==> src/rtl/pc_fetch_unit_pkg.sv <==
// Shared CPU package for the fetch path.
// Provides the default reset PC, the 32-bit word type and the fetch
// sequencer state encoding used by pc_fetch_unit.
package pc_fetch_unit_pkg;

    typedef logic [31:0] word_t;

    localparam word_t RESET_PC_DEFAULT = 32'h0000_3000;

    // IDLE: no fetch outstanding; WAIT: request held until memory acks.
    typedef enum logic [0:0] {
        FETCH_IDLE = 1'b0,
        FETCH_WAIT = 1'b1
    } fetch_state_e;

endpackage

==> src/rtl/pc_fetch_unit.sv <==
// Program-counter register and instruction-fetch sequencer.
// Holds pc, issues a single outstanding fetch to instruction memory, latches
// the returned word into ir, and exposes pc+4, instr_index and the
// sign-extended offset for the next-PC selector. Accepts the selected next
// pc back on pc_we.
//
// Ports:
//   clk, rst      clock and synchronous active-high reset
//   fetch_start   start a fetch (ignored while a fetch is in flight)
//   pc_we, npc    commit npc into pc (word-aligned only, IDLE only)
//   imem_req/addr request to instruction memory, addr = pc
//   imem_ack/rdata memory response, sampled only while waiting
//   pc, npc_t     current pc and pc+4 of the instruction in ir
//   ir, ir_valid  instruction register and its unconsumed flag
//   instr_index   ir[25:0]
//   offset        sign-extended ir[15:0]
//   busy          fetch in flight
//   addr_err      sticky: misaligned npc was rejected
//   seq_err       sticky: pc_we arrived while a fetch was in flight
module pc_fetch_unit
    import pc_fetch_unit_pkg::*;
#(
    parameter word_t RESET_PC = RESET_PC_DEFAULT
) (
    input  logic        clk,
    input  logic        rst,
    input  logic        fetch_start,
    input  logic        pc_we,
    input  logic [31:0] npc,
    output logic        imem_req,
    output logic [31:0] imem_addr,
    input  logic        imem_ack,
    input  logic [31:0] imem_rdata,
    output logic [31:0] pc,
    output logic [31:0] npc_t,
    output logic [31:0] ir,
    output logic        ir_valid,
    output logic [25:0] instr_index,
    output logic [31:0] offset,
    output logic        busy,
    output logic        addr_err,
    output logic        seq_err
);

    fetch_state_e state_q;
    word_t        pc_q;
    word_t        npc_t_q;
    word_t        ir_q;
    logic         ir_valid_q;
    logic         addr_err_q;
    logic         seq_err_q;
    word_t        pc_plus4_d;

    assign pc_plus4_d = pc_q + 32'd4;

    always_ff @(posedge clk) begin
        if (rst) begin
            state_q    <= FETCH_IDLE;
            pc_q       <= RESET_PC;
            npc_t_q    <= RESET_PC + 32'd4;
            ir_q       <= '0;
            ir_valid_q <= 1'b0;
            addr_err_q <= 1'b0;
            seq_err_q  <= 1'b0;
        end else begin
            case (state_q)
                FETCH_IDLE: begin
                    // pc update and fetch launch share the edge, so the
                    // fetch in WAIT addresses the freshly committed pc.
                    if (pc_we) begin
                        if (npc[1:0] == 2'b00) begin
                            pc_q       <= npc;
                            ir_valid_q <= 1'b0;
                        end else begin
                            addr_err_q <= 1'b1;
                        end
                    end
                    if (fetch_start) begin
                        state_q    <= FETCH_WAIT;
                        ir_valid_q <= 1'b0;
                    end
                end
                FETCH_WAIT: begin
                    if (pc_we) begin
                        seq_err_q <= 1'b1;
                    end
                    if (imem_ack) begin
                        ir_q       <= imem_rdata;
                        npc_t_q    <= pc_plus4_d;
                        ir_valid_q <= 1'b1;
                        state_q    <= FETCH_IDLE;
                    end
                end
                default: state_q <= FETCH_IDLE;
            endcase
        end
    end

    assign imem_req    = (state_q == FETCH_WAIT);
    assign busy        = (state_q == FETCH_WAIT);
    assign imem_addr   = pc_q;
    assign pc          = pc_q;
    assign npc_t       = npc_t_q;
    assign ir          = ir_q;
    assign ir_valid    = ir_valid_q;
    assign instr_index = ir_q[25:0];
    assign offset      = {{16{ir_q[15]}}, ir_q[15:0]};
    assign addr_err    = addr_err_q;
    assign seq_err     = seq_err_q;

endmodule

==> config.mk <==
export PLATFORM = sky130hd
export DESIGN_NAME = pc_fetch_unit
export DESIGN_NICKNAME = d
export VERILOG_FILES = /design/src/rtl/pc_fetch_unit_pkg.sv /design/src/rtl/pc_fetch_unit.sv
export SDC_FILE = /design/constraint.sdc
export NUM_CORES = 1
export LEC_CHECK = 0
export CAP_MARGIN = 15
export CORE_MARGIN = 2
export CORE_UTILIZATION = 42
export CTS_CLUSTER_DIAMETER = 60
export DETAILED_ROUTE_END_ITERATION = 12
export HOLD_SLACK_MARGIN = 0.12
export PLACE_DENSITY = 0.95
export SYNTH_ARGS = -nofsm -noshare
export SYNTH_HDL_FRONTEND = slang
export SYNTH_SLANG_ARGS = --single-unit
==> constraint.sdc <==
create_clock -name clk -period 4.2 [get_ports clk]
set_input_delay 0.42 -clock clk [delete_from_list [all_inputs] [get_ports clk]]
set_output_delay 0.42 -clock clk [all_outputs]
set_load 0.05 [all_outputs]
* Word level (Yosys, flattened, before mapping)
Cells that the tools add are included.
** Operators by class
- Bitwise logic cells :: 2
- Muxes and demuxes :: 8
- Eq/ne operators :: 3
- Reduce and logical (&&, ||, !) cells :: 6
- Add/sub/neg operators :: 1
** Operators with widths (count)
- $add A32 B3 Y32 const B :: 1
- $reduce_and A3 Y1 :: 3
- $mux W1 :: 6
- $ne A3 B3 Y1 const B :: 2
- $pmux W1 S2 :: 2
- $reduce_and A2 Y1 :: 2
- $logic_not A2 Y1 :: 1
- $ne A2 B2 Y1 const B :: 1
- $not A1 Y1 :: 2
** Word-level totals
- Register bits :: 100
- Output and inout bits :: 191
- Word-level logic and storage cells :: 27
- Input bits :: 69

* Depth between registers and ports, before layout
- Depth after elaboration :: 5
- Depth in mapped cells :: 6
- Depth with buffers taken out :: 5

* Least setup slack after synthesis
OpenSTA, ideal clock, no wires.
- Kind :: flip-flop to flip-flop
- Start :: reg pc_q[2] (netlist: imem_addr[2])
- End :: reg npc_t_q[28] (netlist: npc_t[28])
- Setup time :: 86 ps
- Path slack :: 1860 ps
- Arrival :: 2254 ps
- Stages on the path, launching flop included :: 7
- Buffers on the path :: 1
- Cell sequence :: dfxtp_1 > ha_1 > nand3_1 > or4_1 > clkbuf_1 > or3_1 > a211oi_1
** Between the ends
- Cells in the longest elaborated chain, start to end :: 1
** Ends and longest elaborated chain
- start: declaration :: line pc_fetch_unit.sv:46 : word_t pc_q;
- start signal: assignment :: line pc_fetch_unit.sv:72 : pc_q <= npc;
- $add A32 B3 Y32 :: line pc_fetch_unit.sv:54 : assign pc_plus4_d = pc_q + 32'd4;
- end signal: assignment :: line pc_fetch_unit.sv:60 : npc_t_q <= RESET_PC + 32'd4;
- end signal: assignment :: line pc_fetch_unit.sv:89 : npc_t_q <= pc_plus4_d;
- end: declaration :: line pc_fetch_unit.sv:47 : word_t npc_t_q;
No other way between the ends.
A chain may end at the register's enable or synchronous reset.

* Worst setup path in the final report
- Start :: reg pc_q[2] (netlist: imem_addr[2])
- End :: reg npc_t_q[24] (netlist: npc_t[24])
Same word-level chain as after synthesis.

==> flow_summary.json <==
{
  "outcome": "complete, no violations",
  "synth_area_um2": 4690,
  "setup_viol": 0,
  "clock_path_buffers": 2,
  "syn_nets": 670,
  "layout_min_cycle_time_ns": 2.42,
  "combPwrFrac": 0.239,
  "dp_slack_ns": 1.86,
  "cts-resized-gates": 0,
  "synthTopCellsByCount": "144 x nand2_1, 100 x dfxtp_1, 93 x buf_4, 71 x a21oi_1, 34 x clkbuf_1",
  "cts_tree": "built",
  "required_ns": 4.48,
  "grt_pass1_vias": 4183,
  "tritoncts.num_buffers": 9,
  "num_rows": 38,
  "yosysTopAreaCellShare": 0.427,
  "cts_setup_buffers": 0,
  "worstMarginPinSlew_ns": 1.11,
  "fin_ws_ns": 1.78,
  "powerDensity_nw_per_um2": 319,
  "clkSinkCount": 100,
  "clk_latency_ns": 0.36,
  "yosys_warnings": 0,
  "slew_violations": 0,
  "portBuffers": 259,
  "total_power_mw": 2.19,
  "synth.most_common_cell": "nand2_1",
  "die_y_um": 110,
  "dpl_cell_area_um2": 6660,
  "rsz0062_at_grt": "false",
  "seq_area_um2": 2000,
  "ir_drop_uv": 199,
  "wl_per_cell_um": 15.9,
  "avgSynthCellArea_um2": 7.82,
  "skew_ns": 0.0116,
  "grt-ovfl-total": 0,
  "instances_no_fill": 889,
  "area_growth_pct": 46.4,
  "min_path_type": "reg -> reg",
  "antenna_left": 0,
  "p_switching_mw": 0.706,
  "startpoint_type": "register",
  "synth-seq-cells": 100,
  "fin_area_um2": 6870,
  "slew_headroom": 0.250,
  "crit_path_cell_trace": "ha_1, nand3_1, nor4_1, a311oi_1, nor3b_1",
  "path_clk_slew_ns": 0.10,
  "fin_util": 0.631,
  "seq_power_share": 0.468,
  "ctsHtreeMaxLevel": 3,
  "drc": 0,
  "synth_flop_cell": "dfxtp_1",
  "end_kind": "register",
  "grtUsageTotal": 0.226,
  "numPlacedInstances": 873,
  "synth_edf_count": 0,
  "cp.buffers_inverters": 0,
  "setup_tns_ns": 0,
  "period_share": 0.577,
  "synth.distinct_cells": 35,
  "grt_max_degree": 59,
  "routed_wl_um": 14100,
  "dieArea_um2": 12000,
  "leakage_nw": 2.28,
  "arrival_ns": 2.70,
  "drive_gt1_frac": 0.0360,
  "first_pass_iters": 5,
  "critPathMaxStageDelay_ns": 0.91,
  "globalplace.congestion": 0.814,
  "maxClockFrequency_ghz": 0.413,
  "detailed_place_hpwl_um": 10200,
  "swShare": 0.323,
  "clockRootBuffer": "clkbuf_8",
  "maxCapViolations": 0,
  "die_x_um": 110,
  "async_flop_share": 0,
  "critPathSlowestCell": "nor4_1",
  "core_um2": 10900,
  "yosysTopAreaCell": "dfxtp_1",
  "synthTopCellsByArea": "dfxtp_1 43%, buf_4 15%, nand2_1 12%",
  "multi_input_area_um2": 1840,
  "grt_pass1_wl_um": 21200,
  "n_antenna_cell": 0,
  "initial_core_util": 0.431,
  "via_per_inst": 5.15,
  "ioPinCount": 260,
  "internal-power_mw": 1.48,
  "yosysSeqAreaShare": 0.427,
  "crit_type": "reg -> reg",
  "cp_max_fo": 9,
  "antenna_found_initial": 0,
  "cts_hold_buf": 0,
  "critical-path-top-delay-family": "simple AND/OR/NAND/NOR gates",
  "clock_power_share": 0.293,
  "nNetsFinal": 814,
  "via_count": 4581,
  "synthCells": 600,
  "worst_hold_slack_ns": 0.459,
  "drt_iter0_drc": 381,
  "timing.final.hold_violations": 0,
  "nFillCells": 914
}
[final cells by class]
class,count,share of cell area
Clock buffer,11,0.0220
Clock inverter,5,0.00874
Inverter,3,0.00164
Multi-Input combinational cell,366,0.268
Sequential cell,100,0.291
Tap cell,140,0.0255
Timing Repair Buffer,264,0.382
[power by group through the flow]
stage                     logic, mW  registers, mW  clock network [mW]
after global placement        0.521           1.04                   0
after floorplan               0.227           1.16                   0
after global routing          0.550           1.03               0.693
final                         0.524           1.02               0.641
after CTS                     0.527           1.02               0.659
after detailed placement      0.525           1.05                   0
[cells in the final DEF, fill, tap and decap left out, drive strengths merged, types with 3 or more instances in the layout]
cell type / synthesis / final
and4: 8 / 8
nand3: 12 / 12
a311oi: 4 / 4
dfxtp: 100 / 100
xor2: 5 / 5
nor4: 7 / 7
a211oi: 10 / 10
clkbuf: 34 / 11
clkinv: 0 / 3
nand2: 144 / 144
nor2: 14 / 14
xnor2: 5 / 5
a21oi: 71 / 71
o21ai: 27 / 27
nand4: 9 / 9
or4: 3 / 3
clkdlybuf4s50: 0 / 258
a31oi: 6 / 6
inv: 3 / 3
and3: 3 / 3
or3: 9 / 9
buf: 97 / 6
nor3: 16 / 16
[sequential cells by signal, indices dropped and copies added (netlist names)]
name       flops
npc_t         32
ir_valid       1
imem_addr     32
busy           1
ir            32
seq_err        1
addr_err       1
[final timing paths]
kind / start / endpoint / slack (ns) / cells after the start
min reg2reg: ir[29] / ir[29] / 0.46 / 2
max: imem_addr[2] / npc_t[24] / 1.78 / 5
max reg2reg: imem_addr[2] / npc_t[24] / 1.78 / 5
min: ir[29] / ir[29] / 0.46 / 2
[routing by layer]
| metal | wire (um) | GRT usage | vias up | part of all wire |
|---|---|---|---|---|
| met5 | 0 | 0 | - | 0 |
| met4 | 469 | 0.102 | 0 | 0.033 |
| met3 | 1040 | 0.0545 | 34 | 0.074 |
| met2 | 7170 | 0.413 | 207 | 0.51 |
| met1 | 5430 | 0.246 | 2110 | 0.38 |
| li1 | - | - | 2230 | - |
[kinds of logic after synthesis]
| family | Yosys count | synth area share |
|---|---|---|
| flip-flops | 100 | 0.427 |
| buffers and inverters | 134 | 0.182 |
| XOR/XNOR | 10 | 0.0187 |
| AO/OA/AOI/OAI | 122 | 0.143 |
| adder cells (fa/ha/maj) | 1 | 0.00267 |
| AND/OR/NAND/NOR | 233 | 0.227 |
[tightest hold or removal path: cells and delay by family, from the launching register on]
kind | cells | cell delay, ns
AO/OA/AOI/OAI | 1 | 0.05
flip-flops | 1 | 0.32
AND/OR/NAND/NOR | 1 | 0.05
(Power assumes the default switching activity.)
